**src/rtl/cache_arbiter.sv**
```systemverilog
// Arbitrates the single physical-memory line port between the I-cache and D-cache.
// One line transaction in flight at a time; requests are latched at grant and responses steered to the owner.
module cache_arbiter #(
  parameter int s_line  = 256,
  parameter int RR_MODE = 0
) (
  input  logic              clk,
  input  logic              rst,
  input  logic              i_read,
  input  logic [31:0]       i_address,
  output logic              i_resp,
  output logic [s_line-1:0] i_rdata,
  input  logic              d_read,
  input  logic              d_write,
  input  logic [31:0]       d_address,
  input  logic [s_line-1:0] d_wdata,
  output logic              d_resp,
  output logic [s_line-1:0] d_rdata,
  input  logic [s_line-1:0] line_o,
  input  logic              resp_o,
  output logic [s_line-1:0] line_i,
  output logic [31:0]       address_i,
  output logic              read_i,
  output logic              write_i
);

  typedef enum logic [1:0] {S_IDLE, S_SERVE_I, S_SERVE_D} state_t;

  state_t              r_state;
  state_t              w_state_next;
  logic                r_last_grant;
  logic                r_write;
  logic [31:0]         r_addr;
  logic [s_line-1:0]   r_wdata;

  logic w_i_req;
  logic w_d_req;
  logic w_grant;
  logic w_pick_d;

  assign w_i_req = i_read;
  assign w_d_req = d_read | d_write;
  assign w_grant = (r_state == S_IDLE) && (w_i_req || w_d_req);
  // r_last_grant is 1 when D was granted last; under round-robin the other side wins a tie.
  assign w_pick_d = w_d_req && (!w_i_req || (RR_MODE == 0) || !r_last_grant);

  always_ff @(posedge clk or negedge rst) begin
    if (!rst) begin
      r_state      <= S_IDLE;
      r_last_grant <= 1'b0;
      r_write      <= 1'b0;
      r_addr       <= '0;
      r_wdata      <= '0;
    end else begin
      r_state <= w_state_next;
      if (w_grant) begin
        r_addr       <= w_pick_d ? d_address : i_address;
        r_write      <= w_pick_d & d_write;
        r_last_grant <= w_pick_d;
        if (w_pick_d && d_write) begin
          r_wdata <= d_wdata;
        end
      end
    end
  end

  always_comb begin
    w_state_next = r_state;
    i_resp       = 1'b0;
    d_resp       = 1'b0;
    case (r_state)
      S_IDLE: begin
        if (w_grant) begin
          w_state_next = w_pick_d ? S_SERVE_D : S_SERVE_I;
        end
      end
      S_SERVE_I: begin
        if (resp_o) begin
          i_resp       = 1'b1;
          w_state_next = S_IDLE;
        end
      end
      S_SERVE_D: begin
        if (resp_o) begin
          d_resp       = 1'b1;
          w_state_next = S_IDLE;
        end
      end
      default: w_state_next = S_IDLE;
    endcase
  end

  assign read_i    = (r_state != S_IDLE) && !r_write;
  assign write_i   = (r_state != S_IDLE) && r_write;
  assign address_i = r_addr;
  assign line_i    = r_wdata;
  assign i_rdata   = line_o;
  assign d_rdata   = line_o;

endmodule
```
**config.mk**
```make
export PLATFORM = sky130hd
export DESIGN_NAME = cache_arbiter
export DESIGN_NICKNAME = d
export VERILOG_FILES = /design/src/rtl/cache_arbiter.sv
export SDC_FILE = /design/constraint.sdc
export NUM_CORES = 1
export LEC_CHECK = 0
export CAP_MARGIN = 25
export CELL_PAD_IN_SITES_DETAIL_PLACEMENT = 0
export CELL_PAD_IN_SITES_GLOBAL_PLACEMENT = 1
export CORE_AREA = 2 2 539 541
export DETAILED_ROUTE_END_ITERATION = 16
export DIE_AREA = 0 0 541 543
export GPL_ROUTABILITY_DRIVEN = 0
export GPL_TIMING_DRIVEN = 0
export PLACE_DENSITY_LB_ADDON = 0.3
export SYNTH_ARGS = -nofsm -noshare
export SYNTH_HDL_FRONTEND = slang
export SYNTH_SLANG_ARGS = --single-unit
```
**constraint.sdc**
```tcl
create_clock -name clk -period 1.95 [get_ports clk]
set_input_delay 0.39 -clock clk [delete_from_list [all_inputs] [get_ports clk]]
set_output_delay 0.39 -clock clk [all_outputs]
set_load 0.01 [all_outputs]
```
==> qor.csv <==
metric,value,unit
sequential area share after synthesis,45.6,%
DIE WIDTH,541,um
Num CTS Buffers,43,
post-synth cell types,23,
dpl cell area,32100,um^2
Worst-Skew Late Latency,0.63,ns
Final Max Tran Viols,0,
final setup violation count,3,
r2r startpoint,r_state[1],
Max Clock Skew,0.0296,ns
Initial DRT Pass Iterations,4,
worst path cell trace,buf_6 > ha_4 > and2_4 > buf_6,
Syn Area/Cell,13.2,um^2
port bufs,1129,
Util after Layout,11.6,%
total track usage,9.94,%
ANT nets after route,0,
Slew headroom,57.8,%
remaining global-route overflow,0,
Final Net Count,2982,
worst reg2reg path endpoint,line_i[109],
Synth Instances,1213,
failing checks,negative setup slack,
share of layout cells above drive strength 1,41.2,%
"critical path fanouts, max",2,
max_cap viols,0,
DRC errors left,0,
Layout Cell Area excl Fill,33500,um^2
I/O pins,1386,
H-tree Lvls,2,
HPWL after detailed placement,139000,um
Die Ht,543,um
critical path's most frequent cell,buf_6,
total power,40800,uW
"Data required, critical path",1.56,ns
Leak Pwr,0.0141,uW
fin crit share,101,%
DR iter-0 viols,421,
CTS tree,done,
CTS Buffer Depth,3,
first-pass GRT wire length,183000,um
# fillers,32700,
type of origin of the critical path,register,
"CTS clk-pin slew, worst paths",0.06,ns
CP endpoint kind,output port,
synthesis-to-finish area growth,110,%
Yosys warning total,0,
Initial Utilization,5.56,%
row cnt,197,
Worst path slowest cell,dfrtp_1,
"FF+latch count, synth",291,
PwrDens,1220,nW/um^2
Slew @ Worst Pin,0.633,ns
die area,294000,um^2
area share of the largest cell type after synthesis,45.6,%
Synth area leaders,"dfrtp_1 (46%), buf_4 (24%), mux2_4 (22%)",
crit path DAT,1.59,ns
Num Clock Sinks,291,
vias in the first global route,14400,
status,"finished, violations left",
largest net degree at the start of global routing,89,
DR vias/cell,2.16,
root buffer cell,clkbuf_16,
routed len/inst,24.5,um
Peak VDD IR,0.000570,V
Syn Nets,1798,
antenna violations before repair,96,
Core Region,287000,um^2
reg2reg path depth,7,
kind of critical path,register to output port,
"Cell Area, Synth",16000,um^2
"Hold Violations, Final",0,
Hold Slack,0.299,ns
via count,13500,
min Tclk post-route,1.98,ns
Crit path largest cell delay,0.40,ns
fmax,0.506,GHz
Reg2Reg Setup Slack,0.08,ns
RSZ-0062 raised after global routing,yes,
Hold WC Path Type,input port to asynchronous set/reset pin,
final worst slack,-0.0277,ns
DRT Wirelength,152000,um
"area leader, netlist",dfrtp_1,
-- worst max-delay path by stage --
stage / to / slack, ns / cells past startpoint / start
after floorplan: line_i[100] / 0.42 / 6 / r_state[1]
after global placement: address_i[18] / -15.24 / 1 / rst
after detailed placement: line_i[151] / -0.50 / 5 / d_write
after CTS: i_resp / -0.12 / 4 / r_state[1]
after global routing: i_resp / -0.1 / 4 / r_state[1]
final: d_resp / -0.03 / 4 / r_state[1]
-- area by class of cell --
type	instances	area (um^2)	area share, %
Multi-Input combinational cell	370	4540	13.6
Tap cell	3781	4730	14.1
Inverter	2	7.51	0.0224
Clock inverter	15	183	0.546
Sequential cell	291	7280	21.8
Antenna cell	24	60.1	0.179
Timing Repair Buffer	1139	11300	33.6
Clock buffer	58	1180	3.53
Buffer	550	4230	12.6
-- stage by stage --
step,worst slack (ns),TNS [ns],std cells
floorplan,0.419,0,1213
global placement,-15.24,-4502.56,6123
detailed placement,-0.495,-112.42,6126
CTS,-0.121,-0.419,6206
global route,-0.0973,-0.365,6214
finish,-0.0277,-0.0528,6230
-- logic make-up after synthesis --
| logic type | after synthesis | share of synthesized area, % |
|---|---|---|
| compound gates | 37 | 1.21 |
| buf+inv | 552 | 26.4 |
| mux | 288 | 25.4 |
| fa+ha+maj | 3 | 0.235 |
| flops | 291 | 45.6 |
| simple gates | 42 | 1.13 |
-- state kept, by name, summed over array words and instances (netlist names) --
name       flops
address_i     32
line_i       256
r_state        2
r_write        1
-- what timing repair did --
item / in CTS / in global routing
setup buffers: 6 / 0
pin swaps: 0 / 2
resized for setup: 514 / 53
hold buffers: 1 / 0
hold endpoints to repair: 38 / 0
setup endpoints to repair: 532 / 43
-- per-layer routing --
| layer | global-route usage [%] | vias to the layer above | wire length (um) |
|---|---|---|---|
| li1 | - | 5923 | - |
| met1 | 10.4 | 6300 | 54800 |
| met2 | 16.1 | 1003 | 69100 |
| met3 | 6.98 | 239 | 24300 |
| met4 | 2.40 | 20 | 4020 |
| met5 | 0 | - | 138 |
-- synthesized netlist by cell type (all sizes together) --
library cell,instances
dfrtp,291
nor2,2
nand2b,1
mux2i,32
o21ai,32
mux2,256
o31ai,1
o22ai,1
a21oi,2
nor2b,2
nand2,35
ha,3
a22o,1
inv,2
and2,2
clkbuf,1
buf,549
-- critical path: cells and delay by family, from the launching register on --
family	cells	cell delay, ns
adder cells (fa/ha/maj)	1	0.14
buffers and inverters	2	0.26
flip-flops	1	0.40
AND/OR/NAND/NOR	1	0.15
-- report_power, final --
group          switching, uW  internal, uW  leakage (uW)  total [uW]
registers               1900          9180       0.00343       11100
logic                  11300         10700       0.00999       22000
clock network           3350          4420      0.000663        7770
-- placed cells by master (no fill, tap or decap), types with 8 or more instances in the layout --
cell type,count
buf_2,8
buf_4,521
buf_6,27
clkbuf_1,11
clkbuf_16,43
clkbuf_2,26
clkdlybuf4s15_1,20
clkdlybuf4s15_2,77
clkdlybuf4s50_1,849
dfrtp_1,290
diode_2,24
dlygate4sd2_1,145
mux2_2,27
mux2_4,229
mux2i_1,32
nand2_1,34
o21ai_0,24
o21ai_1,8
Note: power is estimated with default switching activity, not from simulation.
